[src/rtl/union_word_unpacker.sv]
// union_word_unpacker: streaming word-to-byte unpacker.
// An accepted word is stored in a packed union (word view / byte-array view) and
// emitted one byte per output handshake, LSB-first or MSB-first.
//
// Ports:
//   clk       - clock, rising edge
//   rst_n     - asynchronous active-low reset
//   in_valid  - producer presents a word
//   in_ready  - block accepts a word this cycle (combinational from out_ready)
//   in_word   - word input, 8*NBYTES bits, written through the word view
//   out_valid - a byte is presented
//   out_ready - consumer takes the byte this cycle
//   out_byte  - current byte, read through the byte view
//   out_last  - high with the final byte of the current word
module union_word_unpacker #(
  parameter int unsigned NBYTES    = 4,
  parameter bit          LSB_FIRST = 1'b1
) (
  input  logic                  clk,
  input  logic                  rst_n,
  input  logic                  in_valid,
  output logic                  in_ready,
  input  logic [8*NBYTES-1:0]   in_word,
  output logic                  out_valid,
  input  logic                  out_ready,
  output logic [7:0]            out_byte,
  output logic                  out_last
);

  localparam int unsigned IW = (NBYTES > 1) ? $clog2(NBYTES) : 1;
  localparam logic [IW-1:0] LastIdx = IW'(NBYTES - 1);

  // Byte i aliases word bits [8i+7:8i].
  typedef union packed {
    logic [8*NBYTES-1:0]     word;
    logic [NBYTES-1:0][7:0]  bytes;
  } store_u;

  typedef enum logic {StEmpty, StHold} state_e;

  state_e          r_state;
  store_u          r_store;
  logic [IW-1:0]   r_idx;

  logic            w_last;
  logic            w_in_acc;
  logic            w_out_acc;
  logic [IW-1:0]   w_sel;
  logic [7:0]      w_byte;

  assign w_last    = (r_idx == LastIdx);
  assign out_valid = (r_state == StHold);
  assign out_last  = out_valid && w_last;

  // A new word may enter while the final byte of the current one leaves.
  assign in_ready  = (r_state == StEmpty) || (out_ready && w_last);
  assign w_in_acc  = in_valid && in_ready;
  assign w_out_acc = out_valid && out_ready;

  assign w_sel = LSB_FIRST ? r_idx : (LastIdx - r_idx);

  // Explicit mux keeps the index width independent of NBYTES.
  always_comb begin
    w_byte = 8'h00;
    for (int i = 0; i < NBYTES; i++) begin
      if (w_sel == IW'(i)) begin
        w_byte = r_store.bytes[i];
      end
    end
  end

  assign out_byte = w_byte;

  always_ff @(posedge clk or negedge rst_n) begin
    if (!rst_n) begin
      r_state      <= StEmpty;
      r_store.word <= '0;
      r_idx        <= '0;
    end else if (w_in_acc) begin
      // Covers both the empty case and the back-to-back final-byte case.
      r_state      <= StHold;
      r_store.word <= in_word;
      r_idx        <= '0;
    end else if (w_out_acc) begin
      if (w_last) begin
        r_state <= StEmpty;
        r_idx   <= '0;
      end else begin
        r_idx   <= r_idx + 1'b1;
      end
    end
  end

endmodule

[config.mk]
export PLATFORM = sky130hd
export DESIGN_NAME = union_word_unpacker
export DESIGN_NICKNAME = d
export VERILOG_FILES = /design/src/rtl/union_word_unpacker.sv
export SDC_FILE = /design/constraint.sdc
export NUM_CORES = 1
export LEC_CHECK = 0
export BUFFER_PORTS_ARGS = -buffer_cell sky130_fd_sc_hd__buf_4
export CORE_MARGIN = 10
export CORE_UTILIZATION = 51
export DETAILED_ROUTE_END_ITERATION = 10
export PLACE_DENSITY = 0.75
export SETUP_SLACK_MARGIN = 0.3
export SLEW_MARGIN = 25
export SYNTH_ARGS = -nofsm -noshare
export SYNTH_HDL_FRONTEND = slang
export SYNTH_SLANG_ARGS = --single-unit
[constraint.sdc]
create_clock -name clk -period 2.1 [get_ports clk]
set_input_delay 0.315 -clock clk [delete_from_list [all_inputs] [get_ports clk]]
set_output_delay 0.315 -clock clk [all_outputs]
set_load 0.1 [all_outputs]
# Yosys cells after proc, flatten, opt, wreduce, memory -nomap -nowiden
# Cells that the tools add are included.
[classes] n_addsub=1 n_eq_ne=3 n_mux=10 n_bitwise=1 reduce_logical=9
[ops] op="$mux W8" count=4
[ops] op="$mux W2" count=3
[ops] op="$eq A2 B2 Y1 const B" count=2
[ops] op="$logic_and A1 B1 Y1" count=4
[ops] op="$reduce_bool A2 Y1" count=2
[ops] op="$mux W1" count=3
[ops] op="$add A2 B1 Y2 const B" count=1
[ops] op="$eq A2 B1 Y1 const B" count=1
[ops] op="$logic_not A2 Y1" count=1
[ops] op="$reduce_and A2 Y1" count=1
[ops] op="$logic_or A1 B1 Y1" count=1
[ops] op="$not A1 Y1" count=1
[word_totals] regBits=35 word_cells=27

# Depth between registers and ports, before layout
# Gate-level depths: netlist of run 1.
[logic_depth] word_depth=6 ltp_mapped=7 mapped_depth_nobuf=5

# Least setup slack after synthesis of run 1
# Ideal clock, no wire load.
[synth_timing] path_kind="register -> output" from="register r_idx[0]" to="output out_byte[0]" arrival_time_ps=2689 t_required_ps=1785 setup_slack_ps=-904 stages_incl_launch_ff=7 path_buffers=2 path_cell_list="dfrtp_1 -> ha_1 -> clkbuf_1 -> nor2b_1 -> clkbuf_1 -> a22oi_1 -> a21oi_1"
[synth_via] elab_chain_cells=5 word_cells_on_any_way=8
[synth_lines] item="start: declaration" line_no="43" source="logic [IW-1:0] r_idx;"
[synth_lines] item="start signal: assignment" line_no="89" source="r_idx <= r_idx + 1'b1;"
[synth_lines] item="$logic_not A2 Y1" line_no="66" source="if (w_sel == IW'(i)) begin"
[synth_lines] item="$mux W8 (3 in a row)" line_no="66"
[synth_lines] item="$mux W8 *" line_no="66"
[synth_lines] item="end: declaration" line_no="26" source="output logic [7:0] out_byte,"
# Every way passes the cells marked *; elsewhere a longest branch is shown, timed or not.

# Final worst setup path of run 1
[layout_timing] from="register r_idx[1]" to="output out_byte[2]"
# The elaborated chain is that of the path after synthesis.

==> run summary, run 1 <==
Worst Path Max Fanout - 9
Failing checks - setup timing
CTS tree - done
Final GP Congestion - 0.715
Worst EP required - 1.78 ns
Area grow syn2layout - 47.4%
Placed cell count - 207
Start point of the critical path - r_idx[1]$_DFFE_PN0P_
Vias in the first global route - 1307
First-pass iteration count of the detailed router - 4
Starting density of the core - 0.547
Row Count - 20
Worst-Skew Late Latency - 0.33 ns
CP Capture Type - primary output
Commonest non-fill, non-tap cell in the layout - buf_4
Layout Nets - 214
Util after Layout - 0.806
#FFs+latches synth - 35
Antenna violation net count after detailed routing - 0
Netlist cell types - 24
CTS buffer count - 5
CTS H-Tree Depth - 2
Filler instances - 166
Max frequency - 0.470 GHz
Clock root cell - clkbuf_4
Slew Limit Fails - 0
Final Non-Filler Cells - 219
Final setup viols - 5
Crit path capture - out_byte[2]
Sequential share of the synthesized area - 0.512
Largest net degree at the start of global routing - 36
Unrepaired setup endpoints after global routing - true
CTS max path bufs - 2
PortBufs - 46
CTS sink count - 35
DRC - 0
Most frequent cells in the layout - 41 x buf_4, 32 x dfrtp_1, 30 x mux2_4
Routed via count - 1184
Worst r2r src - r_idx[1]$_DFFE_PN0P_
Max-cap viol count - 0
Cells after Synth - 119
Global Route Usage Sum - 0.136
Startpoint types - flip-flop
Net Count, Synth - 159
Final period utilization - 1.01
Die Ht - 77.9 um
CP Class - flip-flop to primary output
WL/cell - 18.8 um
Die span in x - 77.9 um
Final hold vios - 0
Setup ws final - -0.0285 ns
Status - finished with violations
Clk_skew - 0.00196 ns
Total inserted antenna cells - 0
DIE AREA - 6070 um^2
DRT Wirelength - 4.11 mm
Synthesized area per cell - 14.4 um^2
Footprint of the multi-input gates - 977 um^2
Synthesized cell area - 1710 um^2
Worst hold-check path type - primary input to flip-flop
Initial antenna violation count - 0
Number of DRC markers in iteration 0 - 75
Share of layout cells above drive strength 1 - 0.709
Worst EP arrival - 1.81 ns
Gr ovfl total - 0
YS warnings - 0
Slew margin rel. - 0.712
Worst Tran Pin Value - 0.433 ns
Num ports - 47
WHS Path Cells - 2
Core outline area - 3130 um^2
Reg2Reg Depth - 5
Dpl hpwl - 2.99 mm
First-pass GRT wire length - 6.72 mm
Reg-to-reg endpoint - r_store[6]$_DFFE_PN0N_
R2r setup slk - 0.35 ns
Tmin final - 2.13 ns
Register Area - 882 um^2
Vias per cell - 5.41
Clock transition at the registers of the reported paths - 0.10 ns
-- per-stage QoR --
step	hold slack [ns]	area (um^2)	setup TNS (ns)	setup slack [ns]
after global placement	0.282	2260	0	0.192
after floorplan	0.0194	1870	0	0.107
after detailed placement	0.291	2260	0	0.125
final	0.209	2520	-0.0975	-0.0285
after CTS	0.196	2470	-0.0397	-0.0149
after global routing	0.181	2520	-0.768	-0.120
-- layer usage --
| metal | up-vias | routed length [um] | track usage |
|---|---|---|---|
| met5 | - | 0 | 0 |
| met4 | 0 | 42 | 0.0269 |
| met3 | 5 | 226 | 0.0507 |
| met2 | 39 | 2080 | 0.232 |
| met1 | 597 | 1770 | 0.161 |
| li1 | 543 | - | - |
-- logic make-up after synthesis --
family,count (synthesis),synth area share
buffers and inverters,9,0.0329
adder cells (fa/ha/maj),4,0.0292
flip-flops,35,0.512
multiplexers,32,0.276
AND/OR/NAND/NOR,12,0.0439
AO/OA/AOI/OAI,27,0.106
-- flip-flops by register name, indices dropped and copies added, names as in the netlist --
register	count
out_valid	1
r_idx	2
r_store	32
-- synthesized netlist by cell type --
cell	count	area share
clkbuf_1	3	0.0066
nor2_1	1	0.0022
a21oi_1	8	0.023
o21ai_0	1	0.0029
ha_1	4	0.029
buf_6	3	0.020
o22ai_1	7	0.026
nand3_1	1	0.0029
mux2_2	2	0.013
a31oi_1	1	0.0037
nor2b_1	1	0.0037
inv_1	3	0.0066
dfrtp_1	35	0.51
nand2_4	1	0.0066
nand2_1	2	0.0044
a21bo_4	1	0.0095
a22oi_1	7	0.031
nand2b_1	3	0.011
or3b_2	1	0.0051
a32o_1	1	0.0058
o31ai_1	1	0.0044
mux2_4	30	0.26
nand3b_1	1	0.0044
and2_1	1	0.0037
-- timing repair --
| action | CTS | global route |
|---|---|---|
| hold buffers | 1 | 0 |
| resized for setup | 37 | 9 |
| hold endpoints to repair | 35 | 0 |
| pin swaps | 2 | 7 |
| buffers inserted | 2 | 1 |
| cloned | 0 | 0 |
| setup endpoints to repair | 10 | 10 |
-- area by class of cell --
cell class	instances	share of cell area
Clock buffer	7	0.0179
Clock inverter	1	0.00198
Inverter	3	0.00694
Multi-Input combinational cell	75	0.387
Sequential cell	35	0.350
Tap cell	44	0.0218
Timing Repair Buffer	54	0.214
-- worst max-delay path, cell delays in order, from the launching register on --
cell,delay (ns)
dfrtp_2,0.46
inv_2,0.07
ha_2,0.18
buf_6,0.14
nand3b_1,0.22
a31oi_4,0.21
buf_12,0.19
-- worst min-delay path by stage --
stage | start | end | slack (ns)
2_1_floorplan | rst_n | r_idx[0]$_DFFE_PN0P_ | 0.02
4_1_cts | in_word[24] | r_store[24]$_DFFE_PN0N_ | 0.20
3_5_place_dp | rst_n | r_store[14]$_DFFE_PN0N_ | 0.29
6_report | in_word[23] | r_store[23]$_DFFE_PN0N_ | 0.21
5_1_grt | in_word[12] | r_store[12]$_DFFE_PN0N_ | 0.18
3_3_place_gp | rst_n | r_store[13]$_DFFE_PN0N_ | 0.28
Power of run 1 is not shown: default switching activity piles up to over one toggle a cycle in this logic, so the estimate is an artifact.
==> run 2: changes to the inputs <==
--- a/config.mk
+++ b/config.mk
@@ -11,6 +11,7 @@
 export DETAILED_ROUTE_END_ITERATION = 10
 export PLACE_DENSITY = 0.75
 export SETUP_SLACK_MARGIN = 0.3
+export SKIP_CTS_REPAIR_TIMING = 1
 export SLEW_MARGIN = 25
 export SYNTH_ARGS = -nofsm -noshare
 export SYNTH_HDL_FRONTEND = slang
==> run summary, run 2 (synthesized netlist as in run 1, its figures left out) <==
Num ports - 47 (unchanged)
Post-Place Worst Slack - 0.125 ns (unchanged)
Final hold vios - 0 (unchanged)
Final period utilization - 1.02 (was 1.01)
Filler instances - 168 (was 166)
WL/cell - 18.8 um (about the same)
Global Route Usage Sum - 0.128 (was 0.136)
Worst EP arrival - 1.83 ns (was 1.81 ns)
Largest net degree at the start of global routing - 36 (unchanged)
Core outline area - 3130 um^2 (unchanged)
Max reg flops - 32 (unchanged)
CTS sink count - 35 (unchanged)
First-pass iteration count of the detailed router - 4 (unchanged)
Vias in the first global route - 1260 (was 1307)
Final setup viols - 6 (was 5)
Slew Limit Fails - 0 (unchanged)
Clock transition at the registers of the reported paths - 0.10 ns (about the same)
Startpoint types - flip-flop (unchanged)
Initial antenna violation count - 0 (unchanged)
CTS tree - done (unchanged)
Share of layout cells above drive strength 1 - 0.717 (was 0.709)
Worst-Skew Late Latency - 0.32 ns (was 0.33 ns)
PortBufs - 46 (unchanged)
Unrepaired setup endpoints after global routing - true (unchanged)
DRT Wirelength - 4.09 mm (was 4.11 mm)
Layout Nets - 212 (was 214)
Status - finished with violations (unchanged)
Placed cell count - 207 (unchanged)
Vias per cell - 5.37 (was 5.41)
Util after Layout - 0.799 (was 0.806)
CTS H-Tree Depth - 2 (unchanged)
First-pass GRT wire length - 6.37 mm (was 6.72 mm)
Gr ovfl total - 0 (unchanged)
Final Non-Filler Cells - 217 (was 219)
Worst EP required - 1.78 ns (about the same)
Failing checks - setup timing (unchanged)
Worst Path Max Fanout - 9 (unchanged)
Slew margin rel. - 0.705 (was 0.712)
Die span in x - 77.9 um (unchanged)
CP Capture Type - primary output (unchanged)
Worst hold-check path type - primary input to flip-flop (unchanged)
CTS buffer count - 5 (unchanged)
DRC - 0 (unchanged)
Row Count - 20 (unchanged)
Area grow syn2layout - 46.1% (was 47.4%)
Reg2Reg Depth - 5 (unchanged)
WHS Path Cells - 2 (unchanged)
Worst Tran Pin Value - 0.442 ns (was 0.433 ns)
Die Ht - 77.9 um (unchanged)
Max frequency - 0.466 GHz (was 0.470 GHz)
Final GP Congestion - 0.715 (unchanged)
Clock root cell - clkbuf_4 (unchanged)
Starting density of the core - 0.547 (unchanged)
Routed via count - 1166 (was 1184)
DIE AREA - 6070 um^2 (unchanged)
Clk_skew - 0.00363 ns (was 0.00196 ns)
Total inserted antenna cells - 0 (unchanged)
Setup ws final - -0.0456 ns (was -0.0285 ns)
Most frequent cells in the layout - 38 x buf_4, 32 x dfrtp_1, 30 x mux2_4 (was 41 x buf_4, 32 x dfrtp_1, 30 x mux2_4)
CTS max path bufs - 2 (unchanged)
CP Class - flip-flop to primary output (unchanged)
Antenna violation net count after detailed routing - 0 (unchanged)
Max-cap viol count - 0 (unchanged)
Commonest non-fill, non-tap cell in the layout - buf_4 (unchanged)
Most flop-heavy register - r_store (unchanged)
Dpl hpwl - 2.99 mm (unchanged)
Tmin final - 2.15 ns (was 2.13 ns)
Number of DRC markers in iteration 0 - 71 (was 75)
==> run 2: changes by cell type in the layout (fill, tap and decap cells not counted) <==
cell,delta
buf_12,-3
buf_4,-3
buf_6,+2
buf_8,+2
o22ai_1,-2
o22ai_2,+2
nand2b_2,+1
nand2b_4,-1
==> run 2: final timing paths <==
kind	startpoint	endpoint	slack (ns)
max in group asynchronous	rst_n	out_valid$_DFFE_PN0P_	1.28
max reg2reg	r_idx[0]$_DFFE_PN0P_	r_store[6]$_DFFE_PN0N_	0.37
max	r_idx[1]$_DFFE_PN0P_	out_byte[2]	-0.05
min	in_word[5]	r_store[5]$_DFFE_PN0N_	0.21
min in group asynchronous	rst_n	r_store[14]$_DFFE_PN0N_	0.47
min reg2reg	r_store[2]$_DFFE_PN0N_	r_store[2]$_DFFE_PN0N_	0.52
==> run 2: critical path, cell delays in order (launching register included) <==
cell      delay [ns]
dfrtp_2         0.44
inv_2           0.07
ha_2            0.18
buf_6           0.14
nand3b_1        0.23
a31oi_4         0.24
buf_12          0.19
==> run 2: through the flow <==
| stage | setup TNS (ns) | hold WS (ns) | instance area (um^2) |
|---|---|---|---|
| after floorplan | 0 | 0.0194 | 1870 |
| after global placement | 0 | 0.282 | 2260 |
| after detailed placement | 0 | 0.291 | 2260 |
| after CTS | -1.79 | -0.0735 | 2310 |
| after global routing | -0.900 | 0.181 | 2500 |
| final | -0.214 | 0.211 | 2500 |
==> run 2: layer usage <==
layer  track usage  share of wire
met1         0.161           0.44
met2         0.201           0.49
met3        0.0507          0.055
met4        0.0323         0.0061
met5             0              0
==> run 2: layout make-up <==
type | count | area [um^2] | area share
Inverter | 3 | 17.5 | 0.00701
Clock buffer | 7 | 45.0 | 0.0180
Tap cell | 44 | 55.1 | 0.0220
Sequential cell | 35 | 882 | 0.353
Clock inverter | 1 | 5.00 | 0.00200
Timing Repair Buffer | 52 | 510 | 0.204
Multi-Input combinational cell | 75 | 985 | 0.394
Power of run 2 is left out for the same reason.
